--- src/rtl/aes_add_round_key_stage.sv ---
// AES AddRoundKey stage sitting after MixColumns.
// XORs the round key onto the MixColumns result (rounds 0..NR-1) or onto the
// ShiftRows result (final round NR), tags each beat with its round index and
// buffers results in a 2-entry output FIFO with valid/ready on both sides.
// Optional build macro: ARK_BLOCK_COUNT_EN adds a 16-bit blk_count output that
// counts emitted final-round beats.
module aes_add_round_key_stage #(
    parameter int NR = 10,
    parameter int RW = 4
) (
    input  logic          clk,
    input  logic          rst_n,
    input  logic          in_valid,
    output logic          in_ready,
    input  logic          in_first,
    input  logic [127:0]  in_mixed,
    input  logic [127:0]  in_shifted,
    input  logic [127:0]  in_key,
    output logic          out_valid,
    input  logic          out_ready,
    output logic [127:0]  out_state,
    output logic [RW-1:0] out_round,
    output logic          out_last
`ifdef ARK_BLOCK_COUNT_EN
    ,
    output logic [15:0]   blk_count
`endif
);

    localparam logic [RW-1:0] NR_IDX = RW'(NR);

    // The FIFO is organised as a head entry (drives out_* directly) and a tail
    // entry. Keeping out_* on the head registers means they hold their last
    // value when the buffer empties.
    logic [1:0]    count_q, count_d;
    logic [127:0]  head_state_q, head_state_d;
    logic [RW-1:0] head_round_q, head_round_d;
    logic          head_last_q, head_last_d;
    logic [127:0]  tail_state_q, tail_state_d;
    logic [RW-1:0] tail_round_q, tail_round_d;
    logic          tail_last_q, tail_last_d;
    logic [RW-1:0] r_q, r_d;

    logic [RW-1:0] idx;
    logic          is_final;
    logic [127:0]  new_state;
    logic          push;
    logic          pop;

    // Round index / data selection for the incoming beat.
    always_comb begin
        idx       = in_first ? '0 : r_q;
        is_final  = (idx == NR_IDX);
        new_state = is_final ? (in_shifted ^ in_key) : (in_mixed ^ in_key);
    end

    assign in_ready  = (count_q != 2'd2);
    assign out_valid = (count_q != 2'd0);
    assign out_state = head_state_q;
    assign out_round = head_round_q;
    assign out_last  = head_last_q;
    assign push      = in_valid && in_ready;
    assign pop       = out_valid && out_ready;

    // Next-state for round counter and the two FIFO entries.
    always_comb begin
        r_d          = r_q;
        count_d      = count_q;
        head_state_d = head_state_q;
        head_round_d = head_round_q;
        head_last_d  = head_last_q;
        tail_state_d = tail_state_q;
        tail_round_d = tail_round_q;
        tail_last_d  = tail_last_q;

        if (push) begin
            r_d = is_final ? '0 : idx + RW'(1);
        end

        case (count_q)
            2'd0: begin
                if (push) begin
                    head_state_d = new_state;
                    head_round_d = idx;
                    head_last_d  = is_final;
                    count_d      = 2'd1;
                end
            end
            2'd1: begin
                if (push && pop) begin
                    head_state_d = new_state;
                    head_round_d = idx;
                    head_last_d  = is_final;
                end else if (push) begin
                    tail_state_d = new_state;
                    tail_round_d = idx;
                    tail_last_d  = is_final;
                    count_d      = 2'd2;
                end else if (pop) begin
                    count_d = 2'd0;
                end
            end
            2'd2: begin
                // Full: no push is possible, a pop promotes the tail.
                if (pop) begin
                    head_state_d = tail_state_q;
                    head_round_d = tail_round_q;
                    head_last_d  = tail_last_q;
                    count_d      = 2'd1;
                end
            end
            default: count_d = 2'd0;
        endcase
    end

    // State registers; reset flushes the FIFO and round counter immediately.
    always_ff @(posedge clk or negedge rst_n) begin
        if (!rst_n) begin
            count_q      <= 2'd0;
            r_q          <= '0;
            head_state_q <= '0;
            head_round_q <= '0;
            head_last_q  <= 1'b0;
            tail_state_q <= '0;
            tail_round_q <= '0;
            tail_last_q  <= 1'b0;
        end else begin
            count_q      <= count_d;
            r_q          <= r_d;
            head_state_q <= head_state_d;
            head_round_q <= head_round_d;
            head_last_q  <= head_last_d;
            tail_state_q <= tail_state_d;
            tail_round_q <= tail_round_d;
            tail_last_q  <= tail_last_d;
        end
    end

`ifdef ARK_BLOCK_COUNT_EN
    logic [15:0] blk_count_q, blk_count_d;

    // Count completed ciphertext beats leaving the stage, wrapping at 16 bits.
    always_comb begin
        blk_count_d = blk_count_q;
        if (pop && head_last_q) begin
            blk_count_d = blk_count_q + 16'd1;
        end
    end

    // Block counter register.
    always_ff @(posedge clk or negedge rst_n) begin
        if (!rst_n) begin
            blk_count_q <= 16'd0;
        end else begin
            blk_count_q <= blk_count_d;
        end
    end

    assign blk_count = blk_count_q;
`endif

endmodule

--- config.mk ---
export PLATFORM = sky130hd
export DESIGN_NAME = aes_add_round_key_stage
export DESIGN_NICKNAME = d
export VERILOG_FILES = /design/src/rtl/aes_add_round_key_stage.sv
export SDC_FILE = /design/constraint.sdc
export NUM_CORES = 1
export LEC_CHECK = 0
export ABC_AREA = 0
export CAP_MARGIN = 20
export CELL_PAD_IN_SITES_DETAIL_PLACEMENT = 1
export CELL_PAD_IN_SITES_GLOBAL_PLACEMENT = 2
export CORE_ASPECT_RATIO = 1.25
export CORE_MARGIN = 5
export CORE_UTILIZATION = 26
export DETAILED_ROUTE_END_ITERATION = 16
export PLACE_DENSITY = 0.78
export SLEW_MARGIN = 20
export SYNTH_ARGS = -nofsm -noshare
export SYNTH_HDL_FRONTEND = slang
export SYNTH_SLANG_ARGS = --single-unit
--- constraint.sdc ---
create_clock -name clk -period 1.62 [get_ports clk]
set_input_delay 0.243 -clock clk [delete_from_list [all_inputs] [get_ports clk]]
set_output_delay 0.243 -clock clk [all_outputs]
set_load 0.01 [all_outputs]
==> flow_metrics.env, run 1 <==
export IMPL_status="finished with violations"
export IMPL_hold_violations=0
export IMPL_drtPass1Iterations=5
export IMPL_setup_tns_ps=-65570
export IMPL_switchingPower_uw=14600
export IMPL_area_delta_synth_final_pct=60.2
export IMPL_startpoint_type="flop"
export IMPL_grt_max_degree=68
export IMPL_rsz0062_at_grt="true"
export IMPL_worst_pin_slew_ps=852
export IMPL_startpoint="r_q[0]"
export IMPL_place_ws_ps=-692
export IMPL_yosysWarningCount=0
export IMPL_clk_latency_ps=530
export IMPL_viasPerCell=5.28
export IMPL_crit_path_end_kind="flop"
export IMPL_multi_input_area_mm2=0.0131
export IMPL_synth_edff_count=0
export IMPL_fin_crit_sh=1.19
export IMPL_async_flop_share=1.00
export IMPL_slew_headroom=0.432
export IMPL_ir_drop_v=0.000775
export IMPL_drcViolationCount=0
export IMPL_internal_power_uw=21800
export IMPL_die_x_um=251
export IMPL_yosys_top_cells_area="dfrtp_1, nor4b_2, a22oi_1"
export IMPL_synth_top_cell_area_share=0.361
export IMPL_drive_gt1_frac=0.239
export IMPL_combPwrFrac=0.460
export IMPL_crit_required_ps=2060
export IMPL_hpwl_mm=58.4
export IMPL_clkPwrFrac=0.219
export IMPL_h_tree_depth=2
export IMPL_swShare=0.402
export IMPL_clockBufferDepth=3
export IMPL_syn_avg_cell_area_um2=8.62
export IMPL_path_cells="nand4bb_4, buf_12, buf_4, nor4b_4, nor3_2, buf_4, o21ai_1"
export IMPL_finalNetCount=3174
export IMPL_regArea_mm2=0.00682
export IMPL_period_minus_slack_ps=1920
export IMPL_worstPathMaxFanout=10
export IMPL_ys_seq_elements=272
export IMPL_io_pins=524
export IMPL_wl_per_cell_um=22.2
export IMPL_clkTransAtPathRegs_ps=60
export IMPL_totalWireLength_mm=83.8
export IMPL_drv_cap=0
export IMPL_numPortBuffers=523
export IMPL_rows=110
export IMPL_grt_pass1_wl_mm=128
export IMPL_synthDistinctLibCells=32
export IMPL_yosys_area_top_type="dfrtp_1"
export IMPL_core_area_mm2=0.0720
export IMPL_cp_slowest_stage_delay_ps=450
export IMPL_crit_arrival_ps=2370
export IMPL_p_seq_frac=0.321
export IMPL_grt_usage=0.202
export IMPL_power_leakage_uw=0.0117
export IMPL_cp_top_family="simple AND/OR/NAND/NOR gates"
export IMPL_path_depth=7
export IMPL_yosysSeqAreaShare=0.361
export IMPL_cts_buffers=35
export IMPL_r2r_cells=7
export IMPL_synthesis_area_mm2=0.0189
export IMPL_grt_pass1_vias=21747
export IMPL_mostFrequentLayoutCell="clkdlybuf4s50_1"
export IMPL_ant_nets=0
export IMPL_crit_buf_inv=3
export IMPL_nFillCells=8112
export IMPL_r2r_end="out_state[104]"
export IMPL_syn_num_nets=2576
export IMPL_power_density_mw_per_mm2=1210
export IMPL_worst_slack_ps=-303
export IMPL_mostFrequentLayoutCells="clkdlybuf4s50_1, nand2_1, dfrtp_1"
export IMPL_dp_cells=3679
export IMPL_final_area_mm2=0.0302
export IMPL_antenna_found_initial=13
export IMPL_die_h_um=311
export IMPL_path_class="flop to flop"
export IMPL_syn_inst=2187
export IMPL_cts_tree="yes"
export IMPL_gp_congestion=0.832
export IMPL_start_util=0.262
export IMPL_rrSetupSlack_ps=-300
export IMPL_reg2reg_from="r_q[0]"
export IMPL_synth_flop_cell="dfrtp_1"
export IMPL_vias=19916
export IMPL_clock_skew_ps=12.2
export IMPL_violations="negative setup slack"
export IMPL_final_cells=3771
export IMPL_cts_sinks=272
export IMPL_cts_root_buf="clkbuf_16"
export IMPL_max_freq_mhz=520
export IMPL_hp_class="input pin to async pin"
export IMPL_crit_path_frequent_cell="buf_4"
export IMPL_slew_violations=0
export IMPL_placed_cell_area_mm2=0.0265
export IMPL_slowest_stage="dfrtp_2"
export IMPL_setup_viol=380
export IMPL_drt_iter0_drc=800
export IMPL_grt_overflow_total=0
export IMPL_die_area_mm2=0.0780
-- how the worst max path moves through the flow --
stage	to	slack (ps)
after floorplan	out_state[57]	40
after global placement	out_state[42]	-650
after detailed placement	out_state[54]	-690
after CTS	tail_state_q[50]	-300
after global routing	out_state[63]	-390
final	out_state[104]	-300
-- stage by stage --
| stage | power (µW) | utilization | hold WS (ps) |
|---|---|---|---|
| floorplan | 18300 | - | -52.6 |
| global placement | 26700 | 0.368 | 168 |
| detailed placement | 27500 | 0.368 | 168 |
| CTS | 36300 | 0.406 | 193 |
| global route | 38700 | 0.420 | 222 |
| finish | 36400 | 0.420 | 215 |
-- repair_timing --
| action | 4_1_cts | 5_1_grt |
|---|---|---|
| pin swaps | 142 | 26 |
| buffers inserted | 10 | 4 |
| resized for setup | 257 | 139 |
| hold endpoints to repair | 140 | 0 |
| setup endpoints to repair | 393 | 391 |
| gates cloned | 8 | 1 |
| hold buffers | 1 | 0 |
-- flip-flops by register name, indices dropped and copies added, names as in the netlist --
name and count:
tail_state_q 128, r_q 4, out_state 128, out_last 1, count_q 2, tail_last_q 1
tail_round_q 4, out_round 4
-- worst register-to-register path, stage by stage, from the launching register on --
cell and delay (ps):
dfrtp_2 450, nand4bb_4 290, buf_12 200, buf_4 220
nor4b_4 290, nor3_2 100, buf_4 140, o21ai_1 160
-- synth_stat cells (2+ instances only) --
master,n
dfrtp_1,272
nand2_1,395
a21oi_1,3
and3b_1,2
buf_1,7
nor4b_1,117
o21ai_0,154
buf_2,29
nor4b_2,139
inv_1,3
buf_6,25
a22oi_1,257
mux2_2,6
nor3_1,128
mux2i_1,5
o21ai_1,240
clkbuf_1,108
nor2b_1,2
nor2_1,3
buf_4,19
nand2b_1,262
-- routing by layer --
metal / vias to the layer above / GRT usage / part of all wire
li1: 9265 / - / -
met1: 10121 / 0.245 / 0.41
met2: 416 / 0.368 / 0.53
met3: 110 / 0.0284 / 0.036
met4: 4 / 0.0602 / 0.030
met5: - / 0 / 0.00032
-- power groups by stage --
| stage | registers, µW | clock network, µW | logic, µW |
|---|---|---|---|
| finish | 11700 | 7980 | 16700 |
| global route | 12100 | 8510 | 18100 |
| CTS | 11700 | 8280 | 16400 |
| detailed placement | 11700 | 0 | 15700 |
| global placement | 11500 | 0 | 15200 |
| floorplan | 11700 | 0 | 6600 |
-- cells by family after synthesis --
| logic type | synth area share |
|---|---|
| and+or+nand+nor | 0.369 |
| buffers and inverters | 0.0539 |
| muxes | 0.00624 |
| AOI/OAI and AO/OA | 0.210 |
| DFF | 0.361 |
-- layout make-up --
cell class,count,share of cell area
Antenna cell,12,0.000994
Multi-Input combinational cell,1723,0.433
Inverter,4,0.000580
Clock buffer,53,0.0356
Tap cell,952,0.0394
Sequential cell,272,0.226
Clock inverter,6,0.00286
Timing Repair Buffer,749,0.261
Power figures use the tool's default switching activity.
==> run 2, diff against run 1 <==
--- a/config.mk
+++ b/config.mk
@@ -6,14 +6,13 @@
 export NUM_CORES = 1
 export LEC_CHECK = 0
 export ABC_AREA = 0
-export CAP_MARGIN = 20
 export CELL_PAD_IN_SITES_DETAIL_PLACEMENT = 1
 export CELL_PAD_IN_SITES_GLOBAL_PLACEMENT = 2
 export CORE_ASPECT_RATIO = 1.25
 export CORE_MARGIN = 5
-export CORE_UTILIZATION = 26
+export CORE_UTILIZATION = 31
 export DETAILED_ROUTE_END_ITERATION = 16
-export PLACE_DENSITY = 0.78
+export PLACE_DENSITY = 0.88
 export SLEW_MARGIN = 20
 export SYNTH_ARGS = -nofsm -noshare
 export SYNTH_HDL_FRONTEND = slang
==> constraint.sdc (replaced) <==
create_clock -name clk -period 2.4 [get_ports clk]
set_input_delay 0.36 -clock clk [delete_from_list [all_inputs] [get_ports clk]]
set_output_delay 0.36 -clock clk [all_outputs]
set_load 0.01 [all_outputs]
==> flow_metrics.env, run 2 (synthesis results as in run 1) <==
export IMPL_status="complete, no violations"
export IMPL_clkTransAtPathRegs_ps=60
export IMPL_cts_root_buf="clkbuf_16"
export IMPL_gp_congestion=0.808
export IMPL_startpoint="count_q[1]"
export IMPL_clock_skew_ps=12.8
export IMPL_cts_tree="yes"
export IMPL_rsz0062_at_grt="false"
export IMPL_grt_pass1_vias=21101
export IMPL_grt_max_degree=79
export IMPL_io_pins=524
export IMPL_crit_path_end_kind="output port"
export IMPL_hpwl_mm=54.0
export IMPL_path_class="flop to output port"
export IMPL_grt_pass1_wl_mm=120
export IMPL_ir_drop_v=0.000486
export IMPL_post_cts_setup_buffer_count=0
export IMPL_ctsResizeCount=0
export IMPL_startpoint_type="flop"
export IMPL_path_cells="or2_2, clkdlybuf4s50_1"
export IMPL_cp_slowest_stage_delay_ps=560
export IMPL_die_area_mm2=0.0659
export IMPL_slew_violations=0
export IMPL_rows=101
export IMPL_clk_latency_ps=540
export IMPL_totalWireLength_mm=77.5
export IMPL_max_freq_mhz=441
export IMPL_die_h_um=286
export IMPL_worst_pin_slew_ps=926
export IMPL_area_delta_synth_final_pct=39.9
export IMPL_wl_per_cell_um=22.4
export IMPL_viasPerCell=5.61
export IMPL_rrSetupSlack_ps=210
export IMPL_multi_input_area_mm2=0.0111
export IMPL_drive_gt1_frac=0.111
export IMPL_cts_buffers=35
export IMPL_mostFrequentLayoutCells="clkdlybuf4s50_1, nand2_1, dfrtp_1"
export IMPL_crit_required_ps=2040
export IMPL_vias=19416
export IMPL_drtPass1Iterations=5
export IMPL_power_density_mw_per_mm2=872
export IMPL_ant_nets=0
export IMPL_regArea_mm2=0.00682
export IMPL_clockBufferDepth=3
export IMPL_core_area_mm2=0.0605
export IMPL_mostFrequentLayoutCell="clkdlybuf4s50_1"
export IMPL_crit_buf_inv=1
export IMPL_slew_headroom=0.383
export IMPL_h_tree_depth=2
export IMPL_setup_viol=0
export IMPL_drcViolationCount=0
export IMPL_setup_tns_ps=0
export IMPL_power_leakage_uw=0.0100
export IMPL_die_x_um=231
export IMPL_reg2reg_from="r_q[2]"
export IMPL_hp_class="input pin to async pin"
export IMPL_crit_arrival_ps=1910
export IMPL_hold_violations=0
export IMPL_numPortBuffers=523
export IMPL_period_minus_slack_ps=2270
export IMPL_start_util=0.311
export IMPL_fin_crit_sh=0.944
export IMPL_drt_iter0_drc=969
export IMPL_hold_ws_ps=321
export IMPL_finalNetCount=3037
export IMPL_cp_top_family="buffers and inverters"
export IMPL_grt_usage=0.225
export IMPL_final_cells=3458
export IMPL_drv_cap=0
export IMPL_nFillCells=6970
export IMPL_worstPathMaxFanout=6
export IMPL_cts_sinks=272
export IMPL_dp_cells=3382
export IMPL_slowest_stage="clkdlybuf4s50_1"
export IMPL_antenna_found_initial=13
export IMPL_grt_overflow_total=0
-- run 2: final cells by class --
| class | instances | area share |
|---|---|---|
| antenna | 12 | 0.00114 |
| clock buffer | 53 | 0.0393 |
| clock inverter | 10 | 0.00489 |
| inverter | 4 | 0.000664 |
| multi-input combinational | 1723 | 0.420 |
| sequential | 272 | 0.258 |
| tap | 772 | 0.0366 |
| timing repair buffer | 612 | 0.239 |
-- run 2: what timing repair did --
item | CTS | global route
endpoints found under the setup margin | 0 | 0
hold endpoints to repair | 35 | 0
hold buffers | 1 | 0
-- run 2: worst paths after layout --
check,endpoint,cells past startpoint
max in group asynchronous,out_state[77],3
max,out_valid,2
min in group clk,out_round[0],2
min reg2reg,out_round[0],2
min,tail_state_q[42],2
max reg2reg,out_state[29],6
-- run 2: routing by layer --
layer  track usage  part of all wire  vias up
li1              -                 -     8956
met3        0.0380             0.047      130
met1         0.269              0.40     9873
met5             0           0.00035        -
met4        0.0803             0.032        4
met2         0.407              0.52      453
-- run 2: stage by stage --
stage	instance area [µm²]	setup slack (ps)	util	total power, µW
6_report	26400	134	0.436	23000
5_1_grt	26400	67.5	0.436	24400
4_1_cts	26400	78.5	0.435	23300
3_5_place_dp	25200	-93.8	0.416	17700
3_3_place_gp	25200	-38.3	0.416	17100
2_1_floorplan	18900	816	-	12400
-- run 2: report_power, final --
part           internal (µW)  switching (µW)  total, µW
Combinational           4190            5410       9590
Clock                   3310            2140       5450
Sequential              6360            1590       7950
==> run 3, diff against run 2 <==
--- a/config.mk
+++ b/config.mk
@@ -6,6 +6,7 @@
 export NUM_CORES = 1
 export LEC_CHECK = 0
 export ABC_AREA = 0
+export CAP_MARGIN = 10
 export CELL_PAD_IN_SITES_DETAIL_PLACEMENT = 1
 export CELL_PAD_IN_SITES_GLOBAL_PLACEMENT = 2
 export CORE_ASPECT_RATIO = 1.25
==> results of run 3 <==
Final layout, timing and power as in run 2 (identical DEF).
